## src/rtl/addr_seq_ctrl.sv

```systemverilog
// addr_seq_ctrl: address-path sequencer (weight fetch, IA sweep, OA valid).
// Optional build macro ADDR_SEQ_STALL_EN adds a stall input that pauses SCAN.
`timescale 1ns/1ps
module addr_seq_ctrl #(
    parameter int RAM_ADDR_W = 5,
    parameter int RAM_DEPTH  = 32,
    parameter int ARB_W      = 3,
    parameter int ARB_SEL    = 8,
    parameter int WTS_ROM_AW = 10,
    parameter int NUM_W      = 10,
    parameter int PIPE_LAT   = 3
) (
    input  logic                  clock,
    input  logic                  reset,
    input  logic                  start,
    input  logic [WTS_ROM_AW-1:0] wts_base,
    input  logic [NUM_W-1:0]      num_wts,
`ifdef ADDR_SEQ_STALL_EN
    input  logic                  stall,
`endif
    output logic                  busy,
    output logic                  done,
    output logic                  wts_rom_rd_en,
    output logic [WTS_ROM_AW-1:0] wts_rom_addr,
    output logic                  addr_rf_enable,
    output logic                  addr_bram_enable,
    output logic [RAM_ADDR_W-1:0] ram_address,
    output logic [ARB_W-1:0]      arbiter_ctrl,
    output logic                  oa_valid
);

    localparam int DW = (PIPE_LAT > 1) ? $clog2(PIPE_LAT) : 1;

    localparam logic [RAM_ADDR_W-1:0] RAM_LAST = RAM_ADDR_W'(RAM_DEPTH - 1);
    localparam logic [RAM_ADDR_W-1:0] RAM_ONE  = RAM_ADDR_W'(1);
    localparam logic [ARB_W-1:0]      ARB_LAST = ARB_W'(ARB_SEL - 1);
    localparam logic [ARB_W-1:0]      ARB_ONE  = ARB_W'(1);
    localparam logic [NUM_W-1:0]      K_ONE    = NUM_W'(1);
    localparam logic [DW-1:0]         D_LAST   = DW'(PIPE_LAT - 1);
    localparam logic [DW-1:0]         D_ONE    = DW'(1);

    typedef enum logic [2:0] {
        IDLE,
        FETCH,
        LOAD,
        SCAN,
        DRAIN,
        DONE
    } state_t;

    state_t state, state_n;

    logic [NUM_W-1:0]      k, k_n, k_inc;
    logic [WTS_ROM_AW-1:0] base_q, base_n;
    logic [NUM_W-1:0]      num_q, num_n;
    logic [DW-1:0]         drain_cnt, drain_n;
    logic [PIPE_LAT-1:0]   oa_pipe;

    logic                  busy_n, done_n, rd_n, rf_n, en_n;
    logic [WTS_ROM_AW-1:0] rom_n;
    logic [RAM_ADDR_W-1:0] ram_n;
    logic [ARB_W-1:0]      arb_n;
    logic                  last_slot;
    logic                  hold_slot;

`ifdef ADDR_SEQ_STALL_EN
    assign hold_slot = stall;
`else
    assign hold_slot = 1'b0;
`endif

    // The registered enable marks the slot on the bus as issued; a paused
    // slot (enable low) is re-presented until it is actually issued.
    assign oa_valid = oa_pipe[PIPE_LAT-1];

    // Next-state and next-output logic; outputs are registered from it.
    always_comb begin
        state_n   = state;
        k_n       = k;
        base_n    = base_q;
        num_n     = num_q;
        drain_n   = drain_cnt;
        busy_n    = busy;
        done_n    = 1'b0;
        rd_n      = 1'b0;
        rf_n      = 1'b0;
        en_n      = 1'b0;
        rom_n     = wts_rom_addr;
        ram_n     = ram_address;
        arb_n     = arbiter_ctrl;
        k_inc     = k + K_ONE;
        last_slot = addr_bram_enable
                    && (ram_address == RAM_LAST)
                    && (arbiter_ctrl == ARB_LAST);
        unique case (state)
            IDLE: begin
                if (start) begin
                    base_n = wts_base;
                    num_n  = num_wts;
                    k_n    = '0;
                    if (num_wts == '0) begin
                        state_n = DONE;
                        done_n  = 1'b1;
                        busy_n  = 1'b0;
                    end else begin
                        state_n = FETCH;
                        busy_n  = 1'b1;
                        rd_n    = 1'b1;
                        rom_n   = wts_base;
                    end
                end
            end
            FETCH: begin
                state_n = LOAD;
                rf_n    = 1'b1;
                ram_n   = '0;
                arb_n   = '0;
            end
            LOAD: begin
                state_n = SCAN;
                en_n    = !hold_slot;
            end
            SCAN: begin
                if (last_slot) begin
                    k_n = k_inc;
                    if (k_inc < num_q) begin
                        state_n = FETCH;
                        rd_n    = 1'b1;
                        rom_n   = base_q + WTS_ROM_AW'(k_inc);
                    end else begin
                        state_n = DRAIN;
                        drain_n = '0;
                    end
                end else begin
                    en_n = !hold_slot;
                    if (addr_bram_enable) begin
                        if (ram_address == RAM_LAST) begin
                            ram_n = '0;
                            arb_n = arbiter_ctrl + ARB_ONE;
                        end else begin
                            ram_n = ram_address + RAM_ONE;
                        end
                    end
                end
            end
            DRAIN: begin
                if (drain_cnt == D_LAST) begin
                    state_n = DONE;
                    done_n  = 1'b1;
                    busy_n  = 1'b0;
                end else begin
                    drain_n = drain_cnt + D_ONE;
                end
            end
            DONE: begin
                state_n = IDLE;
                busy_n  = 1'b0;
            end
            default: begin
                state_n = IDLE;
                busy_n  = 1'b0;
            end
        endcase
    end

    // State, counters and registered outputs with synchronous reset.
    always_ff @(posedge clock) begin
        if (!reset) begin
            state            <= IDLE;
            k                <= '0;
            base_q           <= '0;
            num_q            <= '0;
            drain_cnt        <= '0;
            busy             <= 1'b0;
            done             <= 1'b0;
            wts_rom_rd_en    <= 1'b0;
            wts_rom_addr     <= '0;
            addr_rf_enable   <= 1'b0;
            addr_bram_enable <= 1'b0;
            ram_address      <= '0;
            arbiter_ctrl     <= '0;
            oa_pipe          <= '0;
        end else begin
            state            <= state_n;
            k                <= k_n;
            base_q           <= base_n;
            num_q            <= num_n;
            drain_cnt        <= drain_n;
            busy             <= busy_n;
            done             <= done_n;
            wts_rom_rd_en    <= rd_n;
            wts_rom_addr     <= rom_n;
            addr_rf_enable   <= rf_n;
            addr_bram_enable <= en_n;
            ram_address      <= ram_n;
            arbiter_ctrl     <= arb_n;
            oa_pipe          <= (oa_pipe << 1)
                                | PIPE_LAT'(addr_bram_enable);
        end
    end

endmodule

```

## config.mk

```make
export PLATFORM = sky130hd
export DESIGN_NAME = addr_seq_ctrl
export DESIGN_NICKNAME = d
export VERILOG_FILES = /design/src/rtl/addr_seq_ctrl.sv
export SDC_FILE = /design/constraint.sdc
export NUM_CORES = 1
export LEC_CHECK = 0
export CAP_MARGIN = 30
export CORE_MARGIN = 2
export CORE_UTILIZATION = 26
export CTS_BUF_LIST = sky130_fd_sc_hd__clkbuf_8
export DETAILED_ROUTE_END_ITERATION = 6
export SLEW_MARGIN = 40
export SYNTH_ARGS = -nofsm -noshare
export SYNTH_HDL_FRONTEND = slang
export SYNTH_SLANG_ARGS = --single-unit
export TNS_END_PERCENT = 1
```

## constraint.sdc

```tcl
create_clock -name clock -period 3.05 [get_ports clock]
set_clock_uncertainty 0.15 [all_clocks]
set_input_delay 0.305 -clock clock [delete_from_list [all_inputs] [get_ports clock]]
set_output_delay 0.305 -clock clock [all_outputs]
set_load 0.005 [all_outputs]
```

---- Yosys cells after proc, flatten, opt, wreduce, memory -nomap -nowiden ----
Index checks and enable logic that the tools add are counted.
storage, ports and cells
  flip-flop bits (word level) ............. 61
  latch bits .............................. 0
  memory bits (writable) .................. 0
  bits in read-only memories .............. 0
  input port bits ......................... 23
  output and inout port bits .............. 24
  logic and storage cells ................. 96
  memories ................................ 0
cells by class
  add/sub/neg operators ................... 5
  $mul .................................... 0
  divide/modulo/power cells ............... 0
  magnitude comparators ................... 1
  equal/unequal tests ..................... 17
  shift operators ......................... 0
  mux-type cells .......................... 41
  bitwise gates (word level) .............. 2
  reduce and logical (&&, ||, !) cells .... 16
operator list
  kind                                                              number
  10-bit two-way mux                                                6
  10-bit case mux with 2 select lines                               2
  3-bit two-way mux                                                 8
  2-bit inequality test (second input constant)                     10
  5-bit two-way mux                                                 3
  3-bit case mux with 5 select lines                                1
  3-bit AND reduction                                               4
  1-bit two-way mux                                                 11
  10-bit by 1-bit adder with 10-bit output (second input constant)  1
  10-bit adder                                                      1
  10-bit zero test                                                  1
  10-bit < comparator                                               1
  5-bit case mux with 2 select lines                                1
  4-bit AND reduction                                               2
  3-bit by 2-bit == test with 1-bit output (second input constant)  2
  3-bit == test (second input constant)                             2
  2-bit two-way mux                                                 3
  1-bit case mux with 2 select lines                                3
  3-bit case mux with 2 select lines                                1
  2-bit nonzero test                                                3
  5-bit by 1-bit adder with 5-bit output (second input constant)    1
  5-bit == test (second input constant)                             1
  5-bit AND reduction                                               1
  2-bit case mux with 2 select lines                                1
  other kinds (11)                                                  12

---- Logic depth before layout (Yosys ltp) ----
Gate-level depths: netlist of the first run.
  depth in word-level cells ............... 5
  depth in mapped cells ................... 11
  depth with buffers taken out ............ 11

---- Worst setup path after synthesis of the first run ----
No wires, ideal clock.
  path type ............................... flip-flop to flip-flop
  start ................................... register k[0]
  end ..................................... register wts_rom_addr[4]
  library setup time ...................... 0.091 ns
  data arrival time ....................... 2.403 ns
  required time ........................... 2.809 ns
  slack ................................... 0.406 ns
  stages on the path, launching flop included .. 12
  path buffers ............................ 0
  period minus slack after synthesis ...... 2.644 ns
  cell sequence ........................... dfxtp_1 ha_1 and3_1 nand3_1 xnor2_1 ha_1 a21o_1 a21oi_1 o31ai_1 o21ai_2 a21oi_1 a311oi_1
on the way
  word-level cells in the longest chain between the ends .. 5
  elaborated cells between the ends (all ways) .. 8
  classes of those cells .................. add/sub (2); order compare (1); eq/ne (1); mux (3); reduce/logical (1)
ends and longest elaborated chain
  element                                     RTL line  text
  start, declared                             53        logic [NUM_W-1:0] k, k_n, k_inc;
  start signal, assigned                      185       k <= k_n;
  10-bit by 1-bit adder with 10-bit output *  91        k_inc = k + K_ONE;
  10-bit adder                                129       rom_n = base_q + WTS_ROM_AW'(k_inc);
  10-bit two-way mux                          126       if (k_inc < num_q) begin
  10-bit two-way mux                          124       if (last_slot) begin
  10-bit case mux with 2 select lines         95        unique case (state)
  end signal, assigned                        192       wts_rom_addr <= rom_n;
  end, declared                               24        output logic [WTS_ROM_AW-1:0] wts_rom_addr,
Every way passes the cells marked *; elsewhere a longest branch is shown, timed or not. The select of a mux whose other input is x is not followed.
A chain may end at the register's enable or synchronous reset.

---- Worst setup path in the final report of the first run ----
  start ................................... register k[1]
  end ..................................... register drain_cnt[1]
on the way
  word-level cells in the longest chain between the ends .. 4
ends and longest elaborated chain
  element                                   RTL line  text
  10-bit by 1-bit adder with 10-bit output  91
  10-bit < comparator                       126
  2-bit inequality test (no source line)    -
  4-bit AND reduction (no source line)      -
  end signal, assigned                      188       drain_cnt <= drain_n;
  end, declared                             56        logic [DW-1:0] drain_cnt, drain_n;
No other way between the ends.

==> metrics.yaml, run 1 <==
mostFrequentLayoutCells: "nand2_1 (75), dfxtp_1 (58), a21oi_1 (49), clkdlybuf4s50_1 (46), ha_1 (23)"
internal_power_mw: 1.33
ys_types: 66
grt_pass1_vias: 2990
synth_nets: 451
power_mw: 1.83
tns_ns: 0
die_h_um: 118
synthTopCellsByArea: "dfxtp_1 (36%), ha_1 (8.9%), nand2_1 (8.3%)"
crit_path_max_fanout: 5
cts_tree: "done"
r2r_slack_ns: 0.13
worstMarginPinSlew_ns: 0.606
finalSetupViolCount: 0
first_pass_iters: 4
synth_area_um2: 3390
hold_slack_ns: 0.288
dpl.hpwl_um: 6730
ys_seq_area_share_pct: 36.0
p_leak_nw: 1.69
worstSetupStartpointType: "register"
fp.dieW_um: 118
preCtsSetupSlack_ns: 0.0227
routed.top_layer: "met4"
post_synth.cell_area_avg_um2: 8.41
nets: 504
crit_required_ns: 3.17
reg2reg_depth: 11
grt_use_total_pct: 13.4
critPathKind: "reg2reg"
drc: 0
place_congestion: 0.872
htreeDepth: 3
synth_seq_cells: 61
ant_nets: 0
antenna_cells: 0
synth_edf_count: 0
fin_util_pct: 34.0
yosys_warnings: 0
fin_cells: 632
worstSkewPairLatency_ns: 0.35
wl_met2_um: 4140
clock-sinks: 61
cts_buffer_depth: 2
fillers: 1333
grt_pass1_wl_um: 14900
slew_violations: 0
cts_buffers: 9
synthFlopType: "dfxtp_1"
ctsHoldBuffers: 0
clkTransAtPathRegs_ns: 0.07
final_common_cell: "nand2_1"
syn_to_final_growth_pct: 27.1
cp-startpoint: "k[1]"
crit_path_end_kind: "register"
place_inst: 615
grt_overflow: 0
core_area_um2: 12700
pwr_density_cell_nw_per_um2: 425
std_cell_rows: 41
netlist_instances: 403
ioPinCount: 47
dpl_cell_area_um2: 4040
drive_above_1_share_pct: 12.8
hold_viol_final: 0
synth.largest_area_cell: "dfxtp_1"
root_buffer: "clkbuf_8"
crit_path_end: "drain_cnt[1]"
min_period_over_period_pct: 95.8
netSwitchingPower_mw: 0.500
synth_top_area_share_pct: 36.0
vdd_drop_max_uv: 202
async_reset_ff_share_pct: 0
dr_wl_met3_um: 533
dieArea_um2: 14000
wire_per_inst_um: 14.4
status: "finished, final reports clean"
p_comb_share_pct: 15.8
fmax_mhz: 342
cap_viol_max_count: 0
portBuffers: 46
min_path_type: "reg2reg"
drt-met1-wl_um: 4290
grt_max_degree: 21
r2r_end: "drain_cnt[1]"
vias: 3087
seqPwrFrac_pct: 47.5
layout_min_cycle_time_ns: 2.92
routed_wl_um: 9130
antenna_found_initial: 0
p_sw_share_pct: 27.3
fin_ws_ns: 0.128
clkPwrFrac_pct: 36.7
final_area_um2: 4310
crit_arrival_ns: 3.05
drt_iter0_drc: 242
r2r-start: "k[1]"
via_per_inst: 4.88
start_util_pct: 26.8
slew_headroom_pct: 59.6
power groups by stage:
stage	registers (mW)	logic, mW	clock network, mW
final	0.870	0.289	0.672
after global routing	0.875	0.318	0.727
after CTS	0.871	0.279	0.687
after detailed placement	0.888	0.278	0
after global placement	0.887	0.273	0
after floorplan	0.875	0.175	0
flip-flops by register name (all words and copies together), names as in the netlist:
register / cells
wts_rom_addr: 10
drain_cnt: 2
k: 10
state: 3
arbiter_ctrl: 3
addr_bram_enable: 1
done: 1
ram_address: 5
addr_rf_enable: 1
oa_pipe: 3
wts_rom_rd_en: 1
base_q: 10
num_q: 10
busy: 1
area by class of cell:
type	count	area (um^2)	share of cell area (%)
Sequential cell	61	1220	28.4
Multi-Input combinational cell	310	2080	48.2
Inverter	15	56.3	1.31
Clock buffer	9	124	2.87
Tap cell	172	215	4.99
Timing Repair Buffer	59	562	13.0
Clock inverter	6	50.0	1.16
layer usage:
metal  global-route usage, %  up-vias
met5                       0        -
met4                    5.57        0
met3                    3.19       15
met2                    20.7       90
li1                        -     1549
met1                    17.7     1433
worst max-delay path, stage by stage (launching register included):
cell     delay, ns
dfxtp_1       0.37
ha_2          0.22
and3_2        0.25
nand3_1       0.13
xnor2_2       0.18
ha_1          0.30
nand3_1       0.17
o31ai_2       0.33
o21ai_0       0.16
buf_4         0.19
a211o_1       0.28
a21oi_1       0.12
cells by family after synthesis:
family,after synthesis,synth area share [%]
fa+ha+maj,25,9.45
simple gates,156,23.2
mux,1,0.295
buf+inv,32,5.13
xor+xnor,19,5.31
flops,61,36.0
compound gates,109,20.6
cells in the mapped netlist (all sizes together) (4+ instances only):
| master | number |
|---|---|
| and2 | 4 |
| clkbuf | 9 |
| a21o | 8 |
| nand4 | 8 |
| dfxtp | 61 |
| xnor2 | 9 |
| o21ai | 13 |
| buf | 7 |
| or3 | 4 |
| nand3 | 19 |
| inv | 15 |
| nor2 | 19 |
| a311oi | 5 |
| xor2 | 9 |
| a21oi | 54 |
| nor3 | 4 |
| nand2 | 78 |
| ha | 24 |
repair_timing:
item	4_1_cts	5_1_grt
setup endpoints to repair	0	14
resized for setup	0	21
buffers inserted	0	2
how the worst min path moves through the flow:
| stage | from | to | slack, ns | cells past startpoint |
|---|---|---|---|---|
| final | oa_pipe[0] | oa_pipe[1] | 0.29 | 1 |
| after global routing | oa_pipe[1] | oa_pipe[2] | 0.32 | 1 |
| after CTS | oa_pipe[0] | oa_pipe[1] | 0.29 | 1 |
| after detailed placement | oa_pipe[0] | oa_pipe[1] | 0.27 | 1 |
| after global placement | oa_pipe[0] | oa_pipe[1] | 0.26 | 1 |
| after floorplan | oa_pipe[0] | oa_pipe[1] | 0.26 | 1 |
No activity file was read; power rests on OpenSTA's default activity.
==> run 2: changes to the inputs <==
- CORE_UTILIZATION: 26 -> 55
- CTS_CLUSTER_DIAMETER: default -> 200
- PLACE_DENSITY: default -> 0.8
==> metrics.yaml, run 2 (synthesized netlist as in run 1, its figures left out) <==
grt_most_used_layer: "met2"
status: "finished, final reports clean"
netSwitchingPower_mw: 0.504  # +0.94%
r2r-start: "k[1]"
pwr_density_cell_nw_per_um2: 486  # +14%
final_common_cell: "nand2_1"
core_area_um2: 5960  # -53%
min_path_type: "reg2reg"
syn_to_final_growth_pct: 26.7
grt_max_degree: 22  # +4.8%
cts_buffer_depth: 2  # unchanged
whs_path_depth: 1  # unchanged
reg2reg_depth: 13  # +2
root_buffer: "clkbuf_8"
clkPwrFrac_pct: 44.1  # +7.4 points
via_per_inst: 5.92  # +21%
grt_use_total_pct: 26.8  # +13 points
grtUsageMet1_pct: 33.9  # +16 points
fin_cells: 538  # -15%
vias: 3184  # +3.1%
worstMarginPinSlew_ns: 0.640  # +0.0348 ns
nets: 506  # +0.40%
routed_wl_um: 8510  # -6.8%
drc: 0  # unchanged
grt_overflow: 0  # unchanged
tns_ns: 0  # unchanged
first_pass_iters: 5  # +1
die_h_um: 82.5  # -30%
htreeDepth: 3  # unchanged
portBuffers: 46  # unchanged
hold_slack_ns: 0.284  # -0.00479 ns
clkTransAtPathRegs_ns: 0.07  # about the same
cts_buffers: 9  # unchanged
seqPwrFrac_pct: 41.6  # -5.9 points
crit_path_top_delay_cell: "dfxtp_1"
slew_violations: 0  # unchanged
p_leak_nw: 1.75  # +3.3%
drt_iter0_drc: 194  # -20%
min_from: "oa_pipe[0]"
ioPinCount: 47  # unchanged
crit_path_end_kind: "register"
met3_usage_pct: 6.41  # +3.2 points
mostFrequentLayoutCells: "nand2_1 (75), dfxtp_1 (59), a21oi_1 (49), clkdlybuf4s50_1 (46), ha_1 (24)"
power_mw: 2.09  # +14%
worstSetupStartpointType: "register"
path_cells: "ha_1 -> and3_2 -> nand3_1 -> xnor2_2 -> ha_1 -> a21o_1 -> a21oi_2 -> o31ai_4 -> o21ai_4 -> buf_2 -> buf_4 -> a21o_1 -> o311a_2"
vdd_drop_max_uv: 500  # +150%
r2r_end: "wts_rom_addr[6]"
hold_viol_final: 0  # unchanged
std_cell_rows: 28  # -32%
crit_path_end: "wts_rom_addr[6]"
r2r_slack_ns: 0.11  # -0.02 ns
ant_nets: 0  # unchanged
place_inst: 518  # -16%
layout_min_cycle_time_ns: 2.94  # +0.0177 ns
fillers: 473  # -65%
antenna_found_initial: 0  # unchanged
grt.met2_usage_pct: 44.3  # +24 points
slew_headroom_pct: 57.3  # -2.3 points
grt_pass1_wl_um: 13600  # -8.5%
start_util_pct: 56.9  # +30 points
fmax_mhz: 340  # -0.60%
clock-sinks: 61  # unchanged
p_sw_share_pct: 24.2  # -3.1 points
worstSkewPairLatency_ns: 0.34  # about the same
ctsHoldBuffers: 0  # unchanged
cts_tree: "done"
internal_power_mw: 1.58  # +19%
fp.dieW_um: 82.5  # -30%
cp_slowest_stage_delay_ns: 0.37  # about the same
dpl.hpwl_um: 6100  # -9.3%
fin_util_pct: 72.1  # +38 points
crit_required_ns: 3.19  # +0.02 ns
antenna_cells: 0  # unchanged
critPathKind: "reg2reg"
crit_arrival_ns: 3.08  # +0.03 ns
grt_pass1_vias: 2953  # -1.2%
crit_path_max_fanout: 5  # unchanged
drive_above_1_share_pct: 13.2  # +0.35 points
wire_per_inst_um: 15.8  # +9.5%
cp-startpoint: "k[1]"
place_congestion: 0.902  # +3.5%
finalSetupViolCount: 0  # unchanged
p_comb_share_pct: 14.3  # -1.5 points
dieArea_um2: 6810  # -51%
cap_viol_max_count: 0  # unchanged
min_period_over_period_pct: 96.4  # +0.58 points
[run 2: changes by cell type in the layout (fill, tap and decap cells not counted), sizes merged]
| cell | delta |
|---|---|
| clkbuf | +3 |
| inv | -3 |
| buf | +2 |
| bufinv | +2 |
| clkinv | -1 |
[run 2: routing by layer]
metal  routed length (um)  vias to the layer above
met5                    0                        -
met4                  172                        0
met3                  562                       15
met2                 4030                      123
met1                 3740                     1496
li1                     -                     1550
[run 2: power by group through the flow]
stage	Clock [mW]	Combinational [mW]	Sequential (mW)
final	0.922	0.298	0.868
after detailed placement	0	0.277	0.886
after floorplan	0	0.175	0.875
after global routing	0.967	0.329	0.873
after CTS	0.931	0.283	0.868
after global placement	0	0.271	0.885
[run 2: layout make-up]
| class | count | area (um^2) | area share [%] |
|---|---|---|---|
| multi-input combinational | 310 | 2070 | 48.1 |
| clock buffer | 12 | 165 | 3.84 |
| timing repair buffer | 61 | 596 | 13.9 |
| inverter | 15 | 56.3 | 1.31 |
| clock inverter | 4 | 93.8 | 2.18 |
| tap | 75 | 93.8 | 2.18 |
| sequential | 61 | 1220 | 28.5 |
[run 2: through the flow]
| stage | area (um^2) | worst slack [ns] |
|---|---|---|
| final | 4300 | 0.110 |
| after global routing | 4300 | -0.0483 |
| after CTS | 4200 | -0.0203 |
| after detailed placement | 3930 | -0.0678 |
| after global placement | 3930 | 0.0983 |
| after floorplan | 3390 | 0.406 |
[run 2: repair_timing]
action | in CTS | in global routing
setup buffers | 0 | 4
setup endpoints to repair | 3 | 14
resized for setup | 3 | 14
hold endpoints to repair | 0 | 0
pin swaps | 0 | 4
[run 2: worst min-delay path by stage]
stage	endpoint	slack (ns)
after floorplan	oa_pipe[1]	0.26
after global placement	oa_pipe[2]	0.27
after detailed placement	oa_pipe[1]	0.28
after CTS	oa_pipe[1]	0.29
after global routing	oa_pipe[1]	0.30
final	oa_pipe[1]	0.28
[run 2: worst max-delay path, delay by kind of cell, from the launching register on]
| kind | cells | cell delay (ns) |
|---|---|---|
| AO/OA/AOI/OAI | 6 | 0.97 |
| adder cells (fa/ha/maj) | 2 | 0.49 |
| flip-flops | 1 | 0.37 |
| AND/OR/NAND/NOR | 2 | 0.36 |
| buffers and inverters | 2 | 0.31 |
| XOR/XNOR | 1 | 0.24 |
==> run 3: changes to the inputs <==
- CORE_UTILIZATION: 55 -> 50
- PLACE_DENSITY: 0.8 -> 0.74
- TNS_END_PERCENT: 1 -> 20
- clock period: 3.05 -> 3.5 ns (I/O delays scaled with it)
==> metrics.yaml, run 3 (synthesized netlist as in run 1, its figures left out) <==
status: "finished, final reports clean"
worst_path_dominant_cell_family: "simple AND/OR/NAND/NOR gates"
cts_buffers: 9  # unchanged
antenna_cells: 0  # unchanged
reg2reg_depth: 11  # -2
root_buffer: "clkbuf_8"
crit_path_max_fanout: 8  # +3
die_h_um: 86.4  # +4.6%
p_comb_share_pct: 13.3  # -1.0 points
std_cell_rows: 30  # +7.1%
cts_tree: "done"
hold_slack_ns: 0.286  # +0.00236 ns
grt_pass1_wl_um: 14000  # +2.9%
hold_path_end: "oa_pipe[1]"
cts_buffer_depth: 2  # unchanged
slew_violations: 0  # unchanged
min_path_type: "reg2reg"
worstMarginPinSlew_ns: 0.625  # -0.0150 ns
tns_ns: 0  # unchanged
cp_slowest_stage_delay_ns: 0.41  # +0.04 ns
drt_iter0_drc: 129  # -34%
r2r-start: "k[0]"
r2r_slack_ns: 0.41  # +0.30 ns
cap_viol_max_count: 0  # unchanged
grt_pass1_vias: 2889  # -2.2%
first_pass_iters: 4  # -1
start_util_pct: 50.7  # -6.2 points
dieArea_um2: 7460  # +9.5%
rsz0062_at_grt: "no"
routed_wl_um: 8380  # -1.6%
pwr_density_cell_nw_per_um2: 441  # -9.2%
final_common_cell: "nand2_1"
ant_nets: 0  # unchanged
dpl_cell_area_um2: 3870  # -1.5%
fin_util_pct: 61.9  # -10 points
crit_path_end_kind: "register"
finalSetupViolCount: 0  # unchanged
p_leak_nw: 1.66  # -5.5%
whs_path_depth: 1  # unchanged
htreeDepth: 3  # unchanged
dpl.hpwl_um: 6010  # -1.5%
cts_setup_buffers: 0  # unchanged
crit_required_ns: 3.63  # +0.44 ns
final_area_um2: 4140  # -3.8%
grt_overflow: 0  # unchanged
preCtsSetupSlack_ns: 0.444  # +0.512 ns
crit_arrival_ns: 3.22  # +0.14 ns
crit_path_top_delay_cell: "dfxtp_1"
clkPwrFrac_pct: 45.3  # +1.2 points
ioPinCount: 47  # unchanged
fin_ws_ns: 0.412  # +0.302 ns
fp.dieW_um: 86.4  # +4.6%
hold_viol_final: 0  # unchanged
path_cells: "ha_1 -> and3_1 -> nand3_1 -> xnor2_1 -> ha_1 -> a21o_1 -> a21oi_1 -> o31a_1 -> a21oi_1 -> nor2_2 -> and4_2"
mostFrequentLayoutCells: "nand2_1 (75), dfxtp_1 (61), a21oi_1 (51), clkdlybuf4s50_1 (46), ha_1 (24)"
vdd_drop_max_uv: 303  # -39%
fillers: 587  # +24%
p_sw_share_pct: 24.2  # +0.024 points
critPathKind: "reg2reg"
worstSkewPairLatency_ns: 0.34  # about the same
syn_to_final_growth_pct: 22.0
min_from: "oa_pipe[0]"
layout_min_cycle_time_ns: 3.09  # +0.148 ns
fmax_mhz: 324  # -4.8%
ctsHoldBuffers: 0  # unchanged
r2r_end: "wts_rom_rd_en"
drc: 0  # unchanged
vias: 3053  # -4.1%
min_period_over_period_pct: 88.2  # -8.2 points
worstSetupStartpointType: "register"
crit_buf_inv: 0  # -2
netSwitchingPower_mw: 0.441  # -13%
nets: 495  # -2.2%
core_area_um2: 6680  # +12%
antenna_found_initial: 0  # unchanged
grt_use_total_pct: 23.9  # -2.9 points
seqPwrFrac_pct: 41.5  # about the same
drive_above_1_share_pct: 9.07  # -4.1 points
clock-sinks: 61  # unchanged
wire_per_inst_um: 15.7  # -0.45%
slew_headroom_pct: 58.2  # +0.99 points
clkTransAtPathRegs_ns: 0.07  # about the same
internal_power_mw: 1.38  # -13%
grt_max_degree: 30  # +36%
postCtsResizedCells: 0  # -3
via_per_inst: 5.74  # -3.0%
place_congestion: 0.898  # -0.42%
portBuffers: 46  # unchanged
[run 3: cell count changes in the layout (fill, tap and decap cells not counted), moves of 2 or more]
| cell | previous run | this run |
|---|---|---|
| a21oi_1 | 49 | 51 |
| buf_12 | 2 | 0 |
| buf_4 | 12 | 4 |
| clkbuf_8 | 12 | 9 |
| clkinv_2 | 0 | 2 |
| dfxtp_1 | 59 | 61 |
| dfxtp_2 | 2 | 0 |
| inv_1 | 16 | 14 |
| xnor2_1 | 7 | 9 |
| xnor2_2 | 2 | 0 |
[run 3: worst max-delay path by stage]
stage	depth (start not counted)	slack [ns]	end	start
global route	11	0.12	wts_rom_addr[0]	k[0]
floorplan	11	0.86	wts_rom_addr[4]	k[0]
CTS	11	0.43	wts_rom_addr[0]	k[0]
detailed placement	11	0.44	wts_rom_rd_en	k[0]
global placement	11	0.52	wts_rom_addr[7]	k[0]
finish	11	0.41	wts_rom_rd_en	k[0]
[run 3: routing by layer]
metal	up-vias	part of all wire (%)	GRT usage, %
li1	1526	-	-
met1	1415	45	31.7
met2	98	47	39.9
met3	14	6.7	3.14
met4	0	1.4	8.52
met5	-	0	0
[run 3: final cells by class]
type,count,area [um^2],share of cell area (%)
flip-flops and latches,61,1220,29.5
multi-input cells,310,2010,48.5
clock inverters,7,138,3.33
repair buffers,50,490,11.9
inverters,15,56.3,1.36
well taps,80,100,2.42
clock buffers,9,124,3.00
[run 3: through the flow]
step	total power [mW]	instances
after global placement	1.00	516
final	1.82	532
after floorplan	0.915	403
after CTS	1.83	532
after detailed placement	1.01	516
after global routing	1.89	532
[run 3: power groups by stage]
| stage | Clock, mW | Sequential [mW] | Combinational (mW) |
|---|---|---|---|
| 2_1_floorplan | 0 | 0.762 | 0.152 |
| 3_3_place_gp | 0 | 0.771 | 0.234 |
| 3_5_place_dp | 0 | 0.772 | 0.239 |
| 4_1_cts | 0.838 | 0.756 | 0.241 |
| 5_1_grt | 0.863 | 0.759 | 0.269 |
| 6_report | 0.826 | 0.756 | 0.242 |
